**src/rtl/apb_pwm_cfg_master_pkg.sv**
```systemverilog
// Shared types and register map for the APB PWM configuration master.
package apb_pwm_pkg;

    localparam logic [31:0] PWM_PERIOD_OFS = 32'd0;
    localparam logic [31:0] PWM_PULSE_OFS  = 32'd4;
    localparam logic [31:0] PWM_SIZE_OFS   = 32'd8;
    localparam logic [31:0] PWM_ENABLE_OFS = 32'd12;

    typedef enum logic [1:0] {IDLE, SETUP, ACCESS, DONE} state_t;

    typedef enum logic [1:0] {
        ERR_NONE     = 2'd0,
        ERR_SLVERR   = 2'd1,
        ERR_TIMEOUT  = 2'd2,
        ERR_MISMATCH = 2'd3
    } err_code_t;

    typedef enum logic {WR, RD} pass_t;

    // Byte offset of the PWM register selected by a 2-bit register index.
    function automatic logic [31:0] reg_ofs(input logic [1:0] idx);
        logic [31:0] ofs;
        case (idx)
            2'd0:    ofs = PWM_PERIOD_OFS;
            2'd1:    ofs = PWM_PULSE_OFS;
            2'd2:    ofs = PWM_SIZE_OFS;
            default: ofs = PWM_ENABLE_OFS;
        endcase
        return ofs;
    endfunction

endpackage

```
**src/rtl/apb_pwm_cfg_master_if.sv**
```systemverilog
// APB bus between the configuration master and the PWM slave.
interface apb_pwm_cfg_master_if;
    logic [31:0] PADDR;
    logic        PSEL;
    logic        PENABLE;
    logic        PWRITE;
    logic [31:0] PWDATA;
    logic        PREADY;
    logic [31:0] PRDATA;
    logic        PSLAVEERR;

    modport master (
        output PADDR, PSEL, PENABLE, PWRITE, PWDATA,
        input  PREADY, PRDATA, PSLAVEERR
    );

    modport slave (
        input  PADDR, PSEL, PENABLE, PWRITE, PWDATA,
        output PREADY, PRDATA, PSLAVEERR
    );
endinterface

```
**src/rtl/apb_pwm_cfg_master_xfer.sv**
```systemverilog
// Single APB transfer engine: SETUP/ACCESS phases plus the PREADY wait timeout.
// A start request arriving in the completing ACCESS cycle chains straight into
// the next SETUP so PSEL stays high across back-to-back transfers.
module apb_pwm_xfer
    import apb_pwm_pkg::*;
#(
    parameter int TIMEOUT = 16
) (
    input  logic        clk,
    input  logic        rst_n,
    input  logic        start,
    input  logic [31:0] addr,
    input  logic        write,
    input  logic [31:0] wdata,
    output logic        complete,
    output logic        slverr,
    output logic        timeout,
    output logic [31:0] rdata,
    apb_pwm_cfg_master_if.master apb
);

    localparam logic [4:0] WAIT_LAST = 5'(TIMEOUT - 1);

    state_t      phase, phase_nxt;
    logic [4:0]  wait_cnt;
    logic [31:0] paddr_q;
    logic [31:0] pwdata_q;
    logic        pwrite_q;

    assign complete = (phase == ACCESS) && apb.PREADY;
    assign timeout  = (phase == ACCESS) && !apb.PREADY && (wait_cnt == WAIT_LAST);
    assign slverr   = apb.PSLAVEERR;
    assign rdata    = apb.PRDATA;

    // Phase register.
    always_ff @(posedge clk or negedge rst_n) begin
        if (!rst_n) phase <= IDLE;
        else        phase <= phase_nxt;
    end

    // Phase sequencing; DONE is never used by the transfer engine.
    always_comb begin
        phase_nxt = phase;
        case (phase)
            IDLE:    if (start) phase_nxt = SETUP;
            SETUP:   phase_nxt = ACCESS;
            ACCESS: begin
                if (apb.PREADY)   phase_nxt = start ? SETUP : IDLE;
                else if (timeout) phase_nxt = IDLE;
            end
            default: phase_nxt = IDLE;
        endcase
    end

    // Saturating wait counter, cleared in every SETUP.
    always_ff @(posedge clk or negedge rst_n) begin
        if (!rst_n)                                           wait_cnt <= '0;
        else if (phase == SETUP)                              wait_cnt <= '0;
        else if (phase == ACCESS && !apb.PREADY && wait_cnt != 5'd31) wait_cnt <= wait_cnt + 5'd1;
    end

    // Address/direction/data captured at start and held through ACCESS.
    always_ff @(posedge clk or negedge rst_n) begin
        if (!rst_n) begin
            paddr_q  <= '0;
            pwdata_q <= '0;
            pwrite_q <= 1'b0;
        end else if (start) begin
            paddr_q  <= addr;
            pwdata_q <= wdata;
            pwrite_q <= write;
        end
    end

    assign apb.PSEL    = (phase == SETUP) || (phase == ACCESS);
    assign apb.PENABLE = (phase == ACCESS);
    assign apb.PADDR   = paddr_q;
    assign apb.PWDATA  = pwdata_q;
    assign apb.PWRITE  = pwrite_q;

endmodule

```
**src/rtl/apb_pwm_cfg_master.sv**
```systemverilog
// Programs the four PWM registers from one command, with optional readback check.
//
//  state  | meaning
//  IDLE   | cfg_ready high, waiting for cfg_valid
//  SETUP  | APB setup phase for register idx of the current pass
//  ACCESS | APB access phase, waiting for PREADY or timeout
//  DONE   | one-cycle done pulse with err/err_code
module apb_pwm_cfg_master
    import apb_pwm_pkg::*;
#(
    parameter logic [31:0] BASE_ADDR = 32'h0,
    parameter int          TIMEOUT   = 16
) (
    input  logic        PCLK,
    input  logic        PRESETn,
    input  logic        cfg_valid,
    output logic        cfg_ready,
    input  logic [31:0] cfg_period,
    input  logic [31:0] cfg_pulse,
    input  logic [31:0] cfg_size,
    input  logic [31:0] cfg_enable,
    input  logic        cfg_verify,
    output logic        done,
    output logic        err,
    output logic [1:0]  err_code,
    apb_pwm_cfg_master_if.master apb
);

    state_t          state, state_nxt;
    logic [1:0]      idx, idx_nxt;
    pass_t           pass, pass_nxt;
    err_code_t       code, code_nxt;
    logic [3:0][31:0] cmd;
    logic [3:0][31:0] cmd_src;
    logic            verify;

    logic            start;
    logic [31:0]     x_addr;
    logic            x_write;
    logic [31:0]     x_wdata;
    logic            x_complete;
    logic            x_slverr;
    logic            x_timeout;
    logic [31:0]     x_rdata;

    // Command registers, latched on the accept edge.
    always_ff @(posedge PCLK or negedge PRESETn) begin
        if (!PRESETn) begin
            cmd    <= '0;
            verify <= 1'b0;
        end else if (state == IDLE && cfg_valid) begin
            cmd    <= {cfg_enable, cfg_size, cfg_pulse, cfg_period};
            verify <= cfg_verify;
        end
    end

    // Sequencer state, register index, pass and result code.
    always_ff @(posedge PCLK or negedge PRESETn) begin
        if (!PRESETn) begin
            state <= IDLE;
            idx   <= 2'd0;
            pass  <= WR;
            code  <= ERR_NONE;
        end else begin
            state <= state_nxt;
            idx   <= idx_nxt;
            pass  <= pass_nxt;
            code  <= code_nxt;
        end
    end

    // Next-state logic; a transfer is launched on accept and on each clean completion.
    always_comb begin
        state_nxt = state;
        idx_nxt   = idx;
        pass_nxt  = pass;
        code_nxt  = code;
        start     = 1'b0;
        case (state)
            IDLE: begin
                if (cfg_valid) begin
                    state_nxt = SETUP;
                    idx_nxt   = 2'd0;
                    pass_nxt  = WR;
                    code_nxt  = ERR_NONE;
                    start     = 1'b1;
                end
            end
            SETUP: state_nxt = ACCESS;
            ACCESS: begin
                if (x_timeout) begin
                    code_nxt  = ERR_TIMEOUT;
                    state_nxt = DONE;
                end else if (x_complete) begin
                    if (x_slverr) begin
                        code_nxt  = ERR_SLVERR;
                        state_nxt = DONE;
                    end else if (pass == RD && x_rdata != cmd[idx]) begin
                        code_nxt  = ERR_MISMATCH;
                        state_nxt = DONE;
                    end else if (idx == 2'd3 && (pass == RD || !verify)) begin
                        state_nxt = DONE;
                    end else begin
                        start     = 1'b1;
                        state_nxt = SETUP;
                        if (idx == 2'd3) begin
                            idx_nxt  = 2'd0;
                            pass_nxt = RD;
                        end else begin
                            idx_nxt = idx + 2'd1;
                        end
                    end
                end
            end
            DONE:    state_nxt = IDLE;
            default: state_nxt = IDLE;
        endcase
    end

    // On accept the command is not latched yet, so write data comes straight from the inputs.
    assign cmd_src = (state == IDLE) ? {cfg_enable, cfg_size, cfg_pulse, cfg_period} : cmd;
    assign x_addr  = BASE_ADDR + reg_ofs(idx_nxt);
    assign x_write = (pass_nxt == WR);
    assign x_wdata = x_write ? cmd_src[idx_nxt] : 32'd0;

    apb_pwm_xfer #(
        .TIMEOUT (TIMEOUT)
    ) u_xfer (
        .clk      (PCLK),
        .rst_n    (PRESETn),
        .start    (start),
        .addr     (x_addr),
        .write    (x_write),
        .wdata    (x_wdata),
        .complete (x_complete),
        .slverr   (x_slverr),
        .timeout  (x_timeout),
        .rdata    (x_rdata),
        .apb      (apb)
    );

    assign cfg_ready = (state == IDLE);
    assign done      = (state == DONE);
    assign err       = done && (code != ERR_NONE);
    assign err_code  = done ? code : ERR_NONE;

endmodule

```
**src/flat_wrapper.sv**
```systemverilog
// flat-port wrapper written by rule: the top's interface ports become plain ports
module apb_pwm_cfg_master_flat import apb_pwm_pkg::*;
#(
    parameter logic [31:0] BASE_ADDR = 32'h0,
    parameter int          TIMEOUT   = 16
)
  (PCLK, PRESETn, cfg_valid, cfg_ready, cfg_period, cfg_pulse, cfg_size, cfg_enable, cfg_verify, done, err, err_code, apb_PADDR, apb_PSEL, apb_PENABLE, apb_PWRITE, apb_PWDATA, apb_PREADY, apb_PRDATA, apb_PSLAVEERR);
  apb_pwm_cfg_master_if apb_i ();
  input  logic PCLK;
  input  logic PRESETn;
  input  logic cfg_valid;
  output logic cfg_ready;
  input  logic [31:0] cfg_period;
  input  logic [31:0] cfg_pulse;
  input  logic [31:0] cfg_size;
  input  logic [31:0] cfg_enable;
  input  logic cfg_verify;
  output logic done;
  output logic err;
  output logic [1:0] err_code;
  output wire logic [$bits(apb_i.PADDR)-1:0] apb_PADDR;
  output wire logic [$bits(apb_i.PSEL)-1:0] apb_PSEL;
  output wire logic [$bits(apb_i.PENABLE)-1:0] apb_PENABLE;
  output wire logic [$bits(apb_i.PWRITE)-1:0] apb_PWRITE;
  output wire logic [$bits(apb_i.PWDATA)-1:0] apb_PWDATA;
  input wire logic [$bits(apb_i.PREADY)-1:0] apb_PREADY;
  input wire logic [$bits(apb_i.PRDATA)-1:0] apb_PRDATA;
  input wire logic [$bits(apb_i.PSLAVEERR)-1:0] apb_PSLAVEERR;
  assign apb_PADDR = apb_i.PADDR;
  assign apb_PSEL = apb_i.PSEL;
  assign apb_PENABLE = apb_i.PENABLE;
  assign apb_PWRITE = apb_i.PWRITE;
  assign apb_PWDATA = apb_i.PWDATA;
  assign apb_i.PREADY = apb_PREADY;
  assign apb_i.PRDATA = apb_PRDATA;
  assign apb_i.PSLAVEERR = apb_PSLAVEERR;
  apb_pwm_cfg_master #(.BASE_ADDR(BASE_ADDR), .TIMEOUT(TIMEOUT)) u_core (.PCLK(PCLK), .PRESETn(PRESETn), .cfg_valid(cfg_valid), .cfg_ready(cfg_ready), .cfg_period(cfg_period), .cfg_pulse(cfg_pulse), .cfg_size(cfg_size), .cfg_enable(cfg_enable), .cfg_verify(cfg_verify), .done(done), .err(err), .err_code(err_code), .apb(apb_i));
endmodule
```
**config.mk**
```make
export PLATFORM = sky130hd
export DESIGN_NAME = apb_pwm_cfg_master_flat
export DESIGN_NICKNAME = d
export VERILOG_FILES = /design/src/rtl/apb_pwm_cfg_master_pkg.sv /design/src/rtl/apb_pwm_cfg_master_if.sv /design/src/rtl/apb_pwm_cfg_master_xfer.sv /design/src/rtl/apb_pwm_cfg_master.sv /design/src/flat_wrapper.sv
export SDC_FILE = /design/constraint.sdc
export NUM_CORES = 1
export LEC_CHECK = 0
export ABC_AREA = 1
export CAP_MARGIN = 20
export CORE_MARGIN = 5
export CORE_UTILIZATION = 55
export DETAILED_ROUTE_END_ITERATION = 10
export PLACE_DENSITY = 0.85
export SLEW_MARGIN = 10
export SYNTH_ARGS = -nofsm -noshare
export SYNTH_HDL_FRONTEND = slang
export SYNTH_SLANG_ARGS = --single-unit
```
**constraint.sdc**
```tcl
create_clock -name PCLK -period 5.6 [get_ports PCLK]
set_clock_uncertainty 0.05 [all_clocks]
set_input_delay 1.68 -clock PCLK [delete_from_list [all_inputs] [get_ports PCLK]]
set_output_delay 1.68 -clock PCLK [all_outputs]
set_load 0.005 [all_outputs]
```
==> flow_summary.json, run 1 <==
{
  "startpoint_type": "flop",
  "io_buffers": 207,
  "post-route-drc-count": 0,
  "grt_util_met1_pct": 37.9,
  "cts_hold_repair.buffers": 0,
  "synth_compound_area_share_pct": 12.6,
  "synth.cell_area_sq_um": 11400,
  "io-pin-count": 238,
  "routed_via_density": 5.56,
  "post-route-period-util_pct": 77.7,
  "reg2regPathDepth": 21,
  "met3_usage_pct": 5.71,
  "antenna_cells": 0,
  "slew_headroom_pct": 33.7,
  "rows": 52,
  "synth.distinct_cells": 27,
  "route.vias.total": 11962,
  "clock_latency_ns": 0.45,
  "setup_tns_ns": 0,
  "synth_fa_ha_area_share_pct": 0.878,
  "cts_resized": 0,
  "layout_commonest_cell": "nand2_1",
  "fmax_mhz": 230,
  "die_area_sq_um": 23700,
  "antenna_found_initial": 0,
  "fin_nets": 2044,
  "first_global_vias": 11298,
  "rsz0062_at_grt": "no",
  "postCtsSetupBuffers": 0,
  "max_slew.worst_pin.slew_ns": 0.995,
  "min-delay-path-class": "reg2reg",
  "drt_iter0_drc": 1375,
  "yosysTopAreaCell": "dfrtp_1",
  "cts-root-buf": "clkbuf_16",
  "postLayoutCoreUtil_pct": 68.6,
  "wl_per_cell_um": 16.8,
  "setup_viol": 0,
  "die_w_um": 154,
  "cp-end-kind": "flop",
  "power_density_nw_per_um2": 550,
  "mostFrequentLayoutCells": "633 x nand2_1, 262 x o21ai_0, 252 x nand3_1",
  "die_height_um": 154,
  "ys_seq_area_share_pct": 39.1,
  "yosysTopAreaCellShare_pct": 39.1,
  "clock-sinks": 178,
  "final_hold_viol_count": 0,
  "grt_pass1_wl_um": 56700,
  "grt_max_degree": 117,
  "drv_cap": 0,
  "synth_simple_gate_area_share_pct": 34.7,
  "yosysWarningCount": 0,
  "synth-xor-area-share_pct": 0,
  "drive_above_1_share_pct": 3.56,
  "vdd_drop_max_mv": 0.298,
  "gr-usage-all-layers_pct": 29.4,
  "grt_use_met2_pct": 48.4,
  "multiInputGateArea_sq_um": 5620,
  "clk_pin_slew_ns": 0.07,
  "core-area_sq_um": 20300,
  "start_util_pct": 56.2,
  "overflow": 0,
  "ant_nets": 0,
  "synth.area.mux_share_pct": 0,
  "status": "complete, no violations",
  "worstPathArrival_ns": 4.68,
  "wl_um": 36100,
  "synthTopCellsByArea": "dfrtp_1 39%, nand2_1 21%, o21ai_0 12%",
  "routabilityCongestion": 0.907,
  "n_fill_cell": 1678,
  "dpl.hpwl_um": 23400,
  "layout_min_cycle_time_ns": 4.35,
  "ys_ff_latch": 178,
  "cp_max_fo": 64,
  "holdPathStages": 2,
  "cts_buffers": 17,
  "tritoncts": "built",
  "crit_required_ns": 5.93,
  "leakage_nw": 6.64,
  "synth_area_per_cell_sq_um": 6.57,
  "syn_inst": 1736,
  "slew_violations": 0,
  "seqCellArea_sq_um": 4460,
  "ctsHtreeMaxLevel": 4,
  "clk_path_buf_depth": 2,
  "path_class": "reg2reg",
  "firstDrtPassIters": 6,
  "top_usage_layer": "met2",
  "area_growth_pct": 22.1,
  "synth_top_family_by_area": "simple AND/OR/NAND/NOR gates"
}
metrics by stage:
stage	setup WS, ns	cells	power (mW)	area [sq um]	hold slack [ns]
finish	1.25	2152	7.66	13900	0.438
global placement	0.972	2121	6.20	13300	0.427
global route	0.992	2152	8.31	13900	0.465
floorplan	2.36	1765	5.10	11500	0.403
detailed placement	0.968	2121	6.34	13300	0.427
CTS	1.34	2152	7.61	13900	0.444
cells in the mapped netlist:
cell,number
a21oi_1,17
a31oi_1,1
buf_1,2
buf_2,25
buf_4,42
buf_6,8
clkbuf_1,63
conb_1,1
dfrtp_1,178
ha_1,8
inv_1,177
inv_2,2
inv_4,1
nand2_1,636
nand2_2,1
nand3_1,252
nand3b_1,13
nand4_1,5
nor2_1,31
nor2_2,2
nor2_4,2
nor3_1,3
o21ai_0,262
o21ai_1,1
o21bai_4,1
o22ai_1,1
or2_2,1
layer usage:
layer  wire, um  vias up
met2      17200      690
met1      14000     5450
met3       3470       97
met5          0        -
li1           -     5725
met4       1370        0
worst max-delay path, stage by stage (launching register included):
cell     delay (ns)
dfrtp_2        0.84
inv_4          0.50
nand2_1        0.18
nand3_1        0.11
nand2_1        0.12
nand2_1        0.05
nand2_1        0.17
nand2_1        0.08
nor2_1         0.12
nand2_1        0.07
nor2_1         0.14
nand2_1        0.13
nand2_2        0.11
nand3_1        0.08
nand2_1        0.08
nand3_1        0.11
nand2_2        0.40
buf_4          0.43
nand3_1        0.14
nand3_1        0.14
nand3_1        0.11
nand2_1        0.08
path summary, 6_finish.rpt:
check	startpoint	endpoint	slack (ns)
min reg2reg	u_core.u_xfer.apb.PWDATA[25]	u_core.u_xfer.apb.PWDATA[25]	0.44
max	u_core.idx[0]	u_core.u_xfer.apb.PWDATA[0]	1.25
min in group asynchronous	PRESETn	u_core.u_xfer.apb.PWDATA[22]	1.32
min	u_core.u_xfer.apb.PWDATA[25]	u_core.u_xfer.apb.PWDATA[25]	0.44
max in group asynchronous	PRESETn	u_core.u_xfer.apb.PWDATA[4]	3.24
max reg2reg	u_core.idx[0]	u_core.u_xfer.apb.PWDATA[0]	1.25
sequential cells by signal, summed over array words and instances, names as in the netlist:
signal	flops
u_core.code	2
u_core.u_xfer.apb.PWDATA	32
u_core.u_xfer.apb.PADDR	2
u_core.pass	1
u_core.verify	1
u_core.u_xfer.phase	2
u_core.state	2
u_core.idx	2
u_core.u_xfer.wait_cnt	5
u_core.u_xfer.apb.PWRITE	1
u_core.cmd	128
where the power goes:
part           total [mW]  internal [mW]  switching [mW]
sequential           2.30           1.92           0.378
combinational        4.12           1.50            2.63
clock                1.23          0.693           0.539
total                7.66           4.11            3.55
area by class of cell:
type                    instances  area share (%)
clock inverters                11           0.917
multi-input cells            1267            40.4
clock buffers                  20            3.35
well taps                     270            2.43
inverters                     180            4.87
repair buffers                226            16.0
flip-flops and latches        178            32.0
cells by family (layout without fill, tap and decap cells):
| group | Yosys count | count (layout) |
|---|---|---|
| AND/OR/NAND/NOR | 946 | 946 |
| AO/OA/AOI/OAI | 283 | 283 |
| buffers and inverters | 320 | 437 |
| flip-flops | 178 | 178 |
| adder cells (fa/ha/maj) | 8 | 8 |
| other | 1 | 30 |
No activity file was read; power rests on OpenSTA's default activity.
==> run 2: changes to the inputs <==
- CORE_UTILIZATION: 55 -> 52
- PLACE_DENSITY: 0.85 -> 0.81
- clock period: 5.6 -> 4.53 ns (I/O delays scaled with it)
==> run 2 against run 1 <==
Against the previous run: flip-flop and latch count unchanged; wire length increased by 2.8%; critical path depth decreased by 4; critical endpoint is now u_core.u_xfer.apb.PWDATA[8]; largest cell class unchanged.
==> flow_summary.json, run 2 (synthesis results as in run 1) <==
{
  "fin_nets": 2051,
  "first_global_vias": 11272,
  "drt_iter0_drc": 1251,
  "slew_headroom_pct": 24.1,
  "power_density_nw_per_um2": 684,
  "final_cells": 2170,
  "clock_latency_ns": 0.45,
  "cts_hold_repair.buffers": 0,
  "clock-sinks": 178,
  "worstPathArrival_ns": 3.99,
  "overflow": 0,
  "clk_path_buf_depth": 2,
  "post-route-period-util_pct": 81.8,
  "rows": 54,
  "placed_cell_area_sq_um": 13400,
  "routabilityCongestion": 0.863,
  "wl_per_cell_um": 17.1,
  "firstDrtPassIters": 5,
  "routed_via_density": 5.52,
  "wl_um": 37100,
  "cts_resized": 0,
  "min-delay-path-class": "reg2reg",
  "critPathSlowestCell": "clkdlybuf4s50_1",
  "final_design_area_no_fill_sq_um": 14000,
  "final_hold_viol_count": 0,
  "drive_above_1_share_pct": 4.02,
  "path_common_cell": "nand2_1",
  "cts_buffers": 17,
  "io-pin-count": 238,
  "die_area_sq_um": 25000,
  "crit_required_ns": 4.81,
  "clk_pin_slew_ns": 0.07,
  "die_height_um": 158,
  "leakage_nw": 6.69,
  "rsz0062_at_grt": "no",
  "cp_max_fo": 13,
  "grt_max_degree": 246,
  "layout_min_cycle_time_ns": 3.71,
  "tritoncts": "built",
  "totalPowerFinal_mw": 9.60,
  "die_w_um": 158,
  "cts-root-buf": "clkbuf_16",
  "largest_register": "u_core.cmd",
  "antenna_cells": 0,
  "dp_cells": 2138,
  "startpoint_type": "input pin",
  "grt_pass1_wl_um": 57400,
  "area_growth_pct": 23.1,
  "drv_cap": 0,
  "cp-end-kind": "flop",
  "setup_tns_ns": 0,
  "postCtsSetupBuffers": 0,
  "route.vias.total": 11971,
  "ctsHtreeMaxLevel": 4,
  "layout_commonest_cell": "nand2_1",
  "fmax_mhz": 270,
  "max_slew.worst_pin.slew_ns": 1.14,
  "mostFrequentLayoutCells": "633 x nand2_1, 262 x o21ai_0, 252 x nand3_1",
  "start_util_pct": 52.6,
  "setup_viol": 0,
  "post-route-drc-count": 0,
  "ant_nets": 0,
  "dpl.hpwl_um": 24300,
  "postLayoutCoreUtil_pct": 64.7,
  "cp_slowest_stage_delay_ns": 0.50,
  "antenna_found_initial": 2,
  "largest_register_ffs": 128,
  "path_class": "in2reg",
  "io_buffers": 207,
  "vdd_drop_max_mv": 0.677,
  "gr-usage-all-layers_pct": 29.1,
  "slew_violations": 0,
  "status": "complete, no violations",
  "core-area_sq_um": 21700,
  "path_cells": "clkdlybuf4s50_1 > nand3_1 > nand2_1 > nand2_1 > nor2_1 > nand2_1 > nor2_1 > nand2_1 > nand2_2 > nand4_1 > nand2_1 > nand2_1 > o21bai_4 > buf_4 > nand3_1 > nand3_1 > nand2_1"
}
==> run 2: layout make-up <==
| class | count | area (sq um) |
|---|---|---|
| Multi-Input combinational cell | 1267 | 5620 |
| Timing Repair Buffer | 233 | 2330 |
| Clock inverter | 15 | 166 |
| Inverter | 180 | 678 |
| Sequential cell | 178 | 4460 |
| Fill cell | 1894 | 7650 |
| Tap cell | 280 | 350 |
| Clock buffer | 17 | 425 |
==> run 2: per-stage QoR <==
stage          hold WS [ns]  setup slack, ns
5_1_grt               0.462            0.507
2_1_floorplan         0.403             1.61
3_3_place_gp          0.426            0.464
3_5_place_dp          0.429            0.398
6_report              0.445            0.824
4_1_cts               0.447            0.843
==> run 2: layer usage <==
| metal | vias to the layer above | routed length, um | global-route usage [%] |
|---|---|---|---|
| met5 | - | 27 | 0 |
| met4 | 4 | 1410 | 12.0 |
| met3 | 100 | 3690 | 5.74 |
| met2 | 668 | 17300 | 46.7 |
| met1 | 5454 | 14700 | 38.8 |
| li1 | 5745 | - | - |
==> run 2: worst paths after layout <==
check | from | cells past startpoint | to | slack (ns)
worst max-delay path | apb_PRDATA[10] | 17 | u_core.u_xfer.apb.PWDATA[8] | 0.82
worst min-delay path | u_core.u_xfer.apb.PWDATA[11] | 2 | u_core.u_xfer.apb.PWDATA[11] | 0.44
worst max register to register | u_core.idx[0] | 19 | u_core.u_xfer.apb.PWDATA[8] | 0.86
worst min register to register | u_core.u_xfer.apb.PWDATA[11] | 2 | u_core.u_xfer.apb.PWDATA[11] | 0.44
max in group asynchronous | PRESETn | 2 | u_core.cmd[44] | 2.48
min in group asynchronous | PRESETn | 1 | u_core.cmd[104] | 0.93
==> run 2: power by group <==
| part | total (mW) | switching (mW) | internal (mW) | leakage, nW |
|---|---|---|---|---|
| registers | 2.85 | 0.471 | 2.38 | 2.20 |
| logic | 5.23 | 3.31 | 1.92 | 4.20 |
| clock network | 1.52 | 0.735 | 0.786 | 0.282 |
| total | 9.60 | 4.52 | 5.08 | 6.69 |
==> run 2: worst max-delay path: cells and delay by family <==
| kind | cells | cell delay (ns) |
|---|---|---|
| compound gates | 1 | 0.43 |
| simple gates | 14 | 1.40 |
| buf+inv | 2 | 0.78 |
==> run 3: changes to the inputs <==
- CORE_UTILIZATION: 52 -> 47
- PLACE_DENSITY: 0.81 -> 0.77
- clock period: 4.53 -> 3 ns (I/O delays scaled with it)
==> run 3 against run 2 <==
Against the previous run: the run now ends with setup timing left; first-iteration DRC count up 15%; design area increased by 7.1%; hold slack got worse by 0.090 ns; via count is 2.7% higher; non-clock buffer count grew 41.
==> flow_summary.json, run 3 (synthesis results as in run 1) <==
{
  "violations": "setup timing",
  "largest_register_ffs": 128,
  "vdd_drop_max_mv": 0.891,
  "fin_nets": 2093,
  "grt_pass1_wl_um": 61000,
  "min-delay-path-class": "in2async",
  "clk_path_buf_depth": 2,
  "post-route-drc-count": 0,
  "crit_required_ns": 3.29,
  "fmax_mhz": 323,
  "rows": 57,
  "route.vias.total": 12291,
  "startpoint_type": "flop",
  "cp-end-kind": "flop",
  "rsz0062_at_grt": "yes",
  "n_fill_cell": 2172,
  "mostFrequentLayoutCells": "620 x nand2_1, 261 x o21ai_0, 215 x nand3_1",
  "core-area_sq_um": 24100,
  "leakage_nw": 7.12,
  "cts_buffers": 17,
  "drv_cap": 0,
  "drt_iter0_drc": 1441,
  "clock_latency_ns": 0.44,
  "routabilityCongestion": 0.856,
  "overflow": 0,
  "final_design_area_no_fill_sq_um": 15000,
  "dpl.hpwl_um": 26000,
  "wl_um": 39600,
  "die_area_sq_um": 27500,
  "largest_register": "u_core.cmd",
  "final_cells": 2257,
  "setup_viol": 32,
  "final_hold_viol_count": 0,
  "clk_pin_slew_ns": 0.08,
  "tritoncts": "built",
  "cp_max_fo": 7,
  "path_class": "reg2reg",
  "slew_headroom_pct": 62.8,
  "clock-sinks": 178,
  "grt_max_degree": 137,
  "ctsHtreeMaxLevel": 4,
  "ant_nets": 0,
  "placed_cell_area_sq_um": 13800,
  "io-pin-count": 238,
  "start_util_pct": 47.3,
  "firstDrtPassIters": 8,
  "first_global_vias": 11837,
  "drive_above_1_share_pct": 8.95,
  "wl_per_cell_um": 17.6,
  "slew_violations": 0,
  "layout_commonest_cell": "nand2_1",
  "die_w_um": 166,
  "routed_via_density": 5.45,
  "gr-usage-all-layers_pct": 27.0,
  "area_growth_pct": 31.9,
  "status": "finished, violations left",
  "worstPathArrival_ns": 3.38,
  "post-route-period-util_pct": 103,
  "cts-root-buf": "clkbuf_16",
  "power_density_nw_per_um2": 1020,
  "die_height_um": 166,
  "dp_cells": 2207,
  "antenna_found_initial": 1,
  "worst_slack_ns": -0.0914,
  "io_buffers": 207,
  "max_slew.worst_pin.slew_ns": 0.556,
  "layout_min_cycle_time_ns": 3.09
}
-- run 3: cell count changes in the layout (fill, tap and decap cells not counted), moves of 3 or more --
cell / before / now
nor2_2: 2 / 5
nand3_2: 0 / 28
nand2_1: 633 / 620
nor2_1: 29 / 24
nand3_4: 0 / 9
buf_12: 5 / 18
buf_4: 21 / 26
buf_6: 0 / 16
clkbuf_16: 17 / 24
nand2_2: 4 / 16
nand3_1: 252 / 215
-- run 3: path summary, 6_finish.rpt --
check	start	to	slack [ns]	cells after the start
worst max register to register	u_core.idx[0]	u_core.u_xfer.apb.PWDATA[20]	-0.09	21
worst min-delay path	PRESETn	u_core.cmd[106]	0.36	1
max in group asynchronous	PRESETn	u_core.u_xfer.apb.PWDATA[28]	1.80	2
worst min register to register	u_core.u_xfer.apb.PWDATA[12]	u_core.u_xfer.apb.PWDATA[12]	0.44	2
worst max-delay path	u_core.idx[0]	u_core.u_xfer.apb.PWDATA[20]	-0.09	21
min in group PCLK	u_core.u_xfer.apb.PWDATA[12]	u_core.u_xfer.apb.PWDATA[12]	0.44	2
-- run 3: where the power goes --
group | internal [mW] | total (mW) | leakage [nW] | switching (mW)
logic | 3.47 | 8.84 | 4.65 | 5.37
clock network | 1.09 | 2.20 | 0.261 | 1.11
registers | 3.58 | 4.30 | 2.21 | 0.719
-- run 3: layer usage --
metal  GRT usage, %  routed length [um]  vias up
met5              0                   0        -
met4           10.7                1440        0
met3           4.93                3480       99
met2           44.1               18600      663
met1           35.9               16100     5700
li1               -                   -     5829
-- run 3: metrics by stage --
| step | setup slack [ns] | setup TNS [ns] | hold slack [ns] | util [%] | power [mW] |
|---|---|---|---|---|---|
| 2_1_floorplan | 0.540 | 0 | 0.403 | - | 9.53 |
| 3_3_place_gp | -0.477 | -14.58 | 0.420 | 57.4 | 12.1 |
| 3_5_place_dp | -0.500 | -15.95 | 0.419 | 57.4 | 12.4 |
| 4_1_cts | 0.0187 | 0 | 0.362 | 59.7 | 14.6 |
| 5_1_grt | -0.251 | -7.44 | 0.366 | 62.4 | 16.7 |
| 6_report | -0.0914 | -1.69 | 0.355 | 62.4 | 15.3 |
-- run 3: repair_timing --
item                                    in CTS  in global routing
setup buffers                                0                  8
hold endpoints to repair                     0                  0
hold buffers                                 0                  0
gates cloned                                 0                  9
pin swaps                                    0                 36
endpoints found under the setup margin      35                 36
resized for setup                            6                 85
-- run 3: worst max-delay path, cell delays in order (launching register included) --
cell       delay (ns)
dfrtp_4          0.56
clkinv_8         0.13
buf_12           0.16
buf_12           0.13
nand2_1          0.07
nand3_2          0.07
nand3b_1         0.09
nand4_1          0.17
nor2_1           0.13
nand2_1          0.07
nor2_2           0.11
nand2_2          0.07
nand2_2          0.09
nand4_1          0.13
nor2_2           0.22
nor2_4           0.05
nor2_4           0.14
buf_6            0.17
clkbuf_16        0.18
nand3_2          0.08
nand3_2          0.06
nand2_1          0.04
-- run 3: final cells by class --
cell class / instances / area, sq um / area share [%]
clock buffer: 17 / 425 / 2.83
timing repair buffer: 274 / 2990 / 19.9
sequential: 178 / 4460 / 29.7
tap: 324 / 405 / 2.70
clock inverter: 15 / 124 / 0.824
multi-input combinational: 1267 / 5940 / 39.5
timing repair inverter: 1 / 6.26 / 0.0416
antenna: 1 / 2.50 / 0.0166
inverter: 180 / 688 / 4.58
